`config.mk`:
```
export PLATFORM = sky130hd
export DESIGN_NAME = sum_accumulator
export DESIGN_NICKNAME = d
export VERILOG_FILES = /design/src/rtl/sum_accumulator.sv
export SDC_FILE = /design/constraint.sdc
export NUM_CORES = 1
export LEC_CHECK = 0
export CAP_MARGIN = 20
export CORE_ASPECT_RATIO = 1.1
export CORE_MARGIN = 2
export CORE_UTILIZATION = 50
export DETAILED_ROUTE_END_ITERATION = 12
export HOLD_SLACK_MARGIN = 0.06
export PLACE_DENSITY = 0.78
export SYNTH_ARGS = -nofsm -noshare
export SYNTH_HDL_FRONTEND = slang
export SYNTH_SLANG_ARGS = --single-unit
```
`constraint.sdc`:
```
create_clock -name clk -period 1.9 [get_ports clk]
set_input_delay 0.38 -clock clk [delete_from_list [all_inputs] [get_ports clk]]
set_output_delay 0.38 -clock clk [all_outputs]
set_load 0.02 [all_outputs]
```
`src/rtl/sum_accumulator.sv`:
```
// Frame accumulator behind the 4-bit ripple adder: sums COUNT adder results, then offers the total on valid/ready.
// Build option SUM_ACC_SATURATE_EN: clamp the total at 2^ACC_W-1 on overflow instead of wrapping.
module sum_accumulator #(
    parameter int unsigned IN_W  = 5,
    parameter int unsigned ACC_W = 12,
    parameter int unsigned COUNT = 4
) (
    input  logic             clk,
    input  logic             rst,
    input  logic             clr,
    input  logic [IN_W-1:0]  sum_in,
    input  logic             in_valid,
    output logic             in_ready,
    output logic [ACC_W-1:0] acc_out,
    output logic             out_valid,
    input  logic             out_ready,
    output logic             ovf,
    output logic             busy
);

    localparam int unsigned CNT_W = $clog2(COUNT + 1);
    localparam int unsigned SUM_W = ACC_W + 1;

    typedef enum logic [1:0] {
        IDLE  = 2'd0,
        ACCUM = 2'd1,
        DONE  = 2'd2
    } state_t;

    state_t             state;
    logic [CNT_W-1:0]   cnt;
    logic               xfer;
    logic [SUM_W-1:0]   sum_ext;
    logic [ACC_W-1:0]   add_res;
    logic               last_beat;

    // Source is held off while a finished total waits, and during rst/clr.
    assign in_ready  = (state != DONE) && !rst && !clr;
    assign xfer      = in_valid && in_ready;

    // One bit wider than the accumulator; the MSB flags overflow of this add.
    assign sum_ext   = {1'b0, acc_out} + SUM_W'(sum_in);
    assign last_beat = (cnt == CNT_W'(COUNT - 1));

`ifdef SUM_ACC_SATURATE_EN
    assign add_res = sum_ext[ACC_W] ? {ACC_W{1'b1}} : sum_ext[ACC_W-1:0];
`else
    assign add_res = sum_ext[ACC_W-1:0];
`endif

    always_ff @(posedge clk) begin
        if (rst || clr) begin
            state     <= IDLE;
            acc_out   <= '0;
            cnt       <= '0;
            out_valid <= 1'b0;
            ovf       <= 1'b0;
            busy      <= 1'b0;
        end else begin
            case (state)
                IDLE: begin
                    if (xfer) begin
                        acc_out <= ACC_W'(sum_in);
                        cnt     <= CNT_W'(1);
                        ovf     <= 1'b0;
                        if (COUNT == 1) begin
                            state     <= DONE;
                            out_valid <= 1'b1;
                            busy      <= 1'b0;
                        end else begin
                            state <= ACCUM;
                            busy  <= 1'b1;
                        end
                    end
                end
                ACCUM: begin
                    if (xfer) begin
                        acc_out <= add_res;
                        ovf     <= ovf | sum_ext[ACC_W];
                        cnt     <= cnt + CNT_W'(1);
                        if (last_beat) begin
                            state     <= DONE;
                            out_valid <= 1'b1;
                            busy      <= 1'b0;
                        end
                    end
                end
                DONE: begin
                    // acc_out and ovf stay visible after the handshake.
                    if (out_ready) begin
                        state     <= IDLE;
                        out_valid <= 1'b0;
                        cnt       <= '0;
                    end
                end
                default: begin
                    state     <= IDLE;
                    out_valid <= 1'b0;
                    busy      <= 1'b0;
                    cnt       <= '0;
                end
            endcase
        end
    end

endmodule

```
==> results of run 1 <==
[through the flow]
step                area (µm²)  cells  hold slack (ps)   util
global route              1660    211              518  0.683
CTS                       1650    211              498  0.682
global placement          1600    207              464  0.658
detailed placement        1600    207              479  0.658
finish                    1660    211              499  0.683
floorplan                 1250    144              460      -
[critical path, stage by stage]
cell and delay (ps):
clkdlybuf4s50_1 480, inv_1 80, fa_2 370, nor2b_2 140
o211ai_1 170, a21oi_1 230, mux2i_1 210
[power by group through the flow]
| stage | clock network (mW) | logic (mW) | registers [mW] |
|---|---|---|---|
| 5_1_grt | 0.363 | 0.150 | 0.430 |
| 3_3_place_gp | 0 | 0.131 | 0.438 |
| 3_5_place_dp | 0 | 0.135 | 0.439 |
| 4_1_cts | 0.353 | 0.135 | 0.429 |
| 6_report | 0.348 | 0.137 | 0.429 |
| 2_1_floorplan | 0 | 0.0695 | 0.443 |
[routing by layer]
| layer | global-route usage | up-vias | wire length (µm) | part of all wire |
|---|---|---|---|---|
| met3 | 0.0266 | 8 | 87 | 0.030 |
| li1 | - | 582 | - | - |
| met4 | 0.102 | 0 | 70 | 0.024 |
| met2 | 0.379 | 27 | 1520 | 0.52 |
| met5 | 0 | - | 0 | 0 |
| met1 | 0.254 | 547 | 1220 | 0.42 |
[state kept, by name (all words and copies together) (netlist names)]
signal / flops
acc_out: 12
cnt: 3
state: 2
busy: 1
out_valid: 1
ovf: 1
[Yosys cell counts (2+ instances only)]
library cell,number
nand3_1,5
buf_4,2
nand2b_1,8
o21ai_1,3
dfxtp_1,20
nor2_1,12
and2_1,2
nor3_1,2
ha_1,7
buf_2,2
inv_1,6
a31oi_1,2
nor2b_2,2
nor2b_1,2
o21ai_0,2
nand4_1,3
mux2i_1,11
a21oi_1,10
a211oi_1,2
nand2_1,17
o31ai_1,2
[layout make-up]
| class | count | area, µm² | share of cell area |
|---|---|---|---|
| Multi-Input combinational cell | 112 | 800 | 0.483 |
| Sequential cell | 20 | 402 | 0.242 |
| Timing Repair Buffer | 38 | 342 | 0.206 |
| Tap cell | 31 | 38.8 | 0.0234 |
| Clock inverter | 1 | 30.0 | 0.0181 |
| Clock buffer | 3 | 22.5 | 0.0136 |
| Inverter | 6 | 22.5 | 0.0136 |
[timing repair]
item                       4_1_cts  5_1_grt
pin swaps                        4        3
setup endpoints to repair        5        6
setup buffers                    0        0
gates resized for setup          5        4
[final timing paths]
path / slack [ps] / cells past startpoint / to / start
max: 60 / 7 / acc_out[6]$_SDFFE_PP0P_ / sum_in[1]
min: 500 / 2 / acc_out[11]$_SDFFE_PP0P_ / acc_out[11]$_SDFFE_PP0P_
max reg2reg: 70 / 7 / acc_out[6]$_SDFFE_PP0P_ / acc_out[0]$_SDFFE_PP0P_
min reg2reg: 500 / 2 / acc_out[11]$_SDFFE_PP0P_ / acc_out[11]$_SDFFE_PP0P_
[logic make-up after synthesis]
| group | Yosys count | synth area share |
|---|---|---|
| AO/OA/AOI/OAI | 30 | 0.162 |
| XOR/XNOR | 1 | 0.00702 |
| adder cells (fa/ha/maj) | 8 | 0.0862 |
| buffers and inverters | 12 | 0.0501 |
| flip-flops | 20 | 0.321 |
| multiplexers | 12 | 0.106 |
| AND/OR/NAND/NOR | 61 | 0.268 |
[cells in the final DEF, fill, tap and decap left out, drive strengths merged]
master / n
a211oi: 3
a21boi: 1
a21o: 1
a21oi: 12
a311oi: 1
a31oi: 2
a32oi: 1
and2: 2
and3: 1
buf: 13
bufinv: 1
clkbuf: 4
clkdlybuf4s50: 23
dfxtp: 20
dlygate4sd2: 1
fa: 1
ha: 7
inv: 6
mux2i: 12
nand2: 17
nand2b: 8
nand3: 6
nand3b: 1
nand4: 3
nor2: 12
nor2b: 4
nor3: 2
nor3b: 1
nor4b: 2
o211ai: 1
o21a: 1
o21ai: 5
o31ai: 2
or2: 1
or3b: 1
xnor2: 1
==> impl_results.md, run 1 <==
* Status: complete, no violations
* Drt initial violations at 22
* Max_cap viols at 0
* CP Launch Type: input port
* Peak supply drop at 0.484 mV
* DIE WIDTH at 51.7 µm
* Initial Utilization at 0.515
* Cell row count at 19
* FILL cells at 197
* Logic gate share of total power at 0.150
* Post-Syn Area at 0.00125 mm²
* Pwr dens at 552 mW/mm²
* Final Critical Period at 1840 ps
* Die Area at 0.00291 mm²
* Final count of hold timing violations at 0
* Initial antenna violation count at 0
* Crit end category: flip-flop
* H-tree depth at 1
* Share of layout cells above drive strength 1 at 0.172
* Grt total ovfl at 0
* Post-Synthesis Cells at 144
* Worst Tran Pin Value at 381 ps
* Syn avg cell area at 8.67 µm²
* Syn-to-layout area delta at 32.7%
* Synth area leaders: dfxtp_1 (32%), mux2i_1 (8.8%), ha_1 (7.0%), nand2_1 (5.1%), a21oi_1 (4.0%)
* Routed Antenna Nets at 0
* Sink Count at 20
* Core Region at 0.00242 mm²
* Net Count, Synth at 162
* Worst hold path type: reg2reg
* Port-buffer cells at 25
* Number of nets in the layout at 199
* Critical Path Fanout Max at 4
* Fmax at 544 MHz
* Sw frac at 0.230
* Largest net degree at the start of global routing at 16
* Via/cell ratio at 5.52
* Ratio of final minimum period to clock period at 0.968
* Num CTS Buffers at 3
* Ys async rst share at 0
* Psw at 0.210 mW
* Post-synthesis cell type with the largest combined area: dfxtp_1
* Worst-Skew Late Latency at 310 ps
* Final Power at 0.915 mW
* Unrepaired setup endpoints after global routing: false
* Int Pwr at 0.704 mW
* Final setup vio count at 0
* Clock Skews at 2.56 ps
* DR pass1 iterations at 4
* Number of flops mapped to enable cells by yosys at 0
* Hpwl dp at 2200 µm
* Yosys warnings at 0
* #FFs+latches synth at 20
* Drc violations at 0
* Clock-pin slew on the worst setup and hold paths at 110 ps
* Chip height at 56.4 µm
* Global-route wire length before repair at 4840 µm
* Primary FF master, synth: dfxtp_1
* Clock Tree Root: clkbuf_4
* Final WS setup at 61.3 ps
* TritonCTS clock tree: yes
* Worst path required time at 2140 ps
* Vias in the first global route at 1139
* Post-route setup TNS at 0 ps
* GPL Wtd Cong at 0.866
* I/O pin count at 26
* Clk pwr share at 0.381
* WS Path Type: in2reg
* Yosys cell types at 43
* Final max-slew violation count at 0
* Arrival @ worst endpoint at 2080 ps
* All-Layer GR Usage at 0.216
* Lkg Pwr at 0.573 nW
* Longest Clk Path Bufs at 2
* Total Wirelength at 2900 µm
* Via count at 1164
* Sequential share of the synthesized area at 0.321
* Wire length per cell at 13.8 µm
* Synth top area share at 0.321
* Slew margin rel. at 0.745
* Pre-CTS setup slack at -436 ps
* N_diodes at 0
* Seq pwr share at 0.469
* Post-cts hold buffer count at 0
(Power assumes the default switching activity.)
==> run 2, diff against run 1 <==
Settings changed: CTS_CLUSTER_SIZE set to 12.
==> results of run 2 <==
Final layout, timing and power as in run 1 (identical DEF).
==> run 3, diff against run 2 <==
Settings changed: PLACE_DENSITY 0.78 to 0.75.
==> run 3 against run 2 <==
Global-route usage grew 0.12 points. Setup slack gained 55 ps. Non-clock buffer count rose by 3. Combinational power is essentially flat. Power rose by 0.83%. Critical path depth unchanged. Clock skew is 14 ps higher. Cell area up 0.98%. Clock-buffer cell count unchanged. Critical endpoint is now acc_out[8]$_SDFFE_PP0P_. Highest routed layer unchanged.
==> impl_results.md, run 3 (synthesis gave the netlist of run 1 again) <==
* Drt initial violations at 26 (+18%)
* Peak supply drop at 0.456 mV (-5.8%)
* Status: complete, no violations
* Fmax at 561 MHz (+3.1%)
* Worst hold path type: reg2reg
* Seq pwr share at 0.465 (-0.004)
* Unrepaired setup endpoints after global routing: false
* Hold Crit Depth at 2 (unchanged)
* Share of layout cells above drive strength 1 at 0.180 (+0.00811)
* Worst Tran Pin Value at 377 ps (-3.56 ps)
* Critical Path Fanout Max at 4 (unchanged)
* Port-buffer cells at 25 (unchanged)
* Arrival @ worst endpoint at 2030 ps (-50 ps)
* Slew margin rel. at 0.748 (+0.00293)
* WHS at 482 ps (-17.2 ps)
* Int Pwr at 0.708 mW (+0.50%)
* H-tree depth at 1 (unchanged)
* DIE WIDTH at 51.7 µm (unchanged)
* Hold Path End: acc_out[3]$_SDFFE_PP0P_
* Initial Utilization at 0.515 (unchanged)
* Clock-pin slew on the worst setup and hold paths at 130 ps (+20 ps)
* Final Critical Period at 1780 ps (-54.7 ps)
* Final design utilization at 0.690 (+0.00671)
* Worst-Skew Late Latency at 310 ps (about the same)
* Biggest regs: acc_out (12), cnt (3), state (2)
* Logic gate share of total power at 0.152 (+0.002)
* Sw frac at 0.233 (+0.00249)
* N_diodes at 0 (unchanged)
* Min-Delay Startpoint: acc_out[3]$_SDFFE_PP0P_
* Worst path required time at 2150 ps (about the same)
* Sink Count at 20 (unchanged)
* Final WS setup at 116 ps (+54.7 ps)
* Via/cell ratio at 5.37 (-2.7%)
* TritonCTS clock tree: yes
* Post-route setup TNS at 0 ps (unchanged)
* Max FFs per register at 12 (unchanged)
* Lkg Pwr at 0.584 nW (+1.9%)
* Reg2reg path depth at 7 (unchanged)
* Num CTS Buffers at 3 (unchanged)
* Final count of hold timing violations at 0 (unchanged)
* GPL Wtd Cong at 0.806 (-6.9%)
* R2R setup slack at 150 ps (+80 ps)
* Worst setup startpoint: sum_in[1]
* Final max-slew violation count at 0 (unchanged)
* Reg-to-Reg Start: acc_out[0]$_SDFFE_PP0P_
* Total Wirelength at 2830 µm (-2.6%)
* Ratio of final minimum period to clock period at 0.939 (-0.0288)
* I/O pin count at 26 (unchanged)
* FILL cells at 211 (+7.1%)
* Psw at 0.215 mW (+1.9%)
* Vias in the first global route at 1181 (+3.7%)
* Clk pwr share at 0.382 (about the same)
* Hpwl dp at 2170 µm (-1.1%)
* Wire length per cell at 13.2 µm (-4.0%)
* Syn-to-layout area delta at 34.0%
* WS Path Type: in2reg
* Drc violations at 0 (unchanged)
* Routed Antenna Nets at 0 (unchanged)
* Pre-CTS setup slack at -432 ps (+4.48 ps)
* CP Launch Type: input port
* All-Layer GR Usage at 0.217 (+0.00121)
* Clock Skews at 16.3 ps (+13.7 ps)
* Most frequent cells in the layout: clkdlybuf4s50_1 (23), dfxtp_1 (19), nand2_1 (17)
* Die Area at 0.00291 mm² (unchanged)
* Initial antenna violation count at 0 (unchanged)
* Longest Clk Path Bufs at 2 (unchanged)
* Largest register by flop count: acc_out
* Clock Tree Root: clkbuf_4
* Post-cts hold buffer count at 0 (unchanged)
* Commonest non-fill, non-tap cell in the layout: clkdlybuf4s50_1
* Global-route wire length before repair at 4910 µm (+1.6%)
* Number of nets in the layout at 202 (+1.5%)
* DR pass1 iterations at 4 (unchanged)
* Largest net degree at the start of global routing at 16 (unchanged)
* Crit end category: flip-flop
* Final setup vio count at 0 (unchanged)
* Core Region at 0.00242 mm² (unchanged)
* Via count at 1149 (-1.3%)
* Final cell count without fillers at 214 (+1.4%)
* Cell row count at 19 (unchanged)
* Placed insts at 209 (+0.97%)
* Pwr dens at 551 mW/mm² (-0.15%)
* RR Endpoint: acc_out[8]$_SDFFE_PP0P_
* Grt total ovfl at 0 (unchanged)
* Chip height at 56.4 µm (unchanged)
* Max_cap viols at 0 (unchanged)
[run 3: cell types whose count changed in the layout (fill, tap and decap cells not counted)]
cell and change:
nor4b_2 -1, nor4b_1 +1, buf_4 +3
[run 3: worst max-delay path: stages]
cell,delay (ps)
clkdlybuf4s50_1,480
inv_1,80
fa_2,380
nor2b_2,130
o211ai_1,160
a21oi_1,220
mux2i_1,200
[run 3: worst max-delay path by stage]
stage,to,cells after the start
2_1_floorplan,acc_out[10]$_SDFFE_PP0P_,7
3_3_place_gp,acc_out[10]$_SDFFE_PP0P_,8
3_5_place_dp,acc_out[8]$_SDFFE_PP0P_,8
4_1_cts,in_ready,4
5_1_grt,acc_out[8]$_SDFFE_PP0P_,7
6_report,acc_out[8]$_SDFFE_PP0P_,7
[run 3: what timing repair did]
item | 4_1_cts | 5_1_grt
endpoints found under the setup margin | 6 | 5
gates resized for setup | 5 | 3
setup buffers | 1 | 0
pin swaps | 5 | 3
[run 3: metal layers]
metal | wire length (µm) | global-route usage | vias up
li1 | - | - | 585
met4 | 27 | 0.0940 | 0
met1 | 1250 | 0.255 | 532
met3 | 112 | 0.0266 | 4
met5 | 0 | 0 | -
met2 | 1440 | 0.386 | 28
[run 3: final cells by class]
| class | instances | area [µm²] | share of cell area |
|---|---|---|---|
| Inverter | 6 | 22.5 | 0.0135 |
| Timing Repair Buffer | 41 | 364 | 0.218 |
| Clock inverter | 1 | 30.0 | 0.0180 |
| Tap cell | 31 | 38.8 | 0.0232 |
| Multi-Input combinational cell | 112 | 793 | 0.474 |
| Clock buffer | 3 | 22.5 | 0.0135 |
| Sequential cell | 20 | 402 | 0.240 |
[run 3: power groups by stage]
| stage | clock, mW | combinational (mW) | sequential [mW] |
|---|---|---|---|
| 4_1_cts | 0.361 | 0.141 | 0.429 |
| 3_3_place_gp | 0 | 0.136 | 0.438 |
| 3_5_place_dp | 0 | 0.141 | 0.438 |
| 2_1_floorplan | 0 | 0.0695 | 0.443 |
| 6_report | 0.353 | 0.140 | 0.429 |
| 5_1_grt | 0.380 | 0.155 | 0.430 |
[run 3: through the flow]
step                cell area [µm²]  power (mW)
detailed placement             1610       0.579
finish                         1670       0.922
floorplan                      1250       0.512
CTS                            1670       0.931
global route                   1670       0.966
global placement               1610       0.574
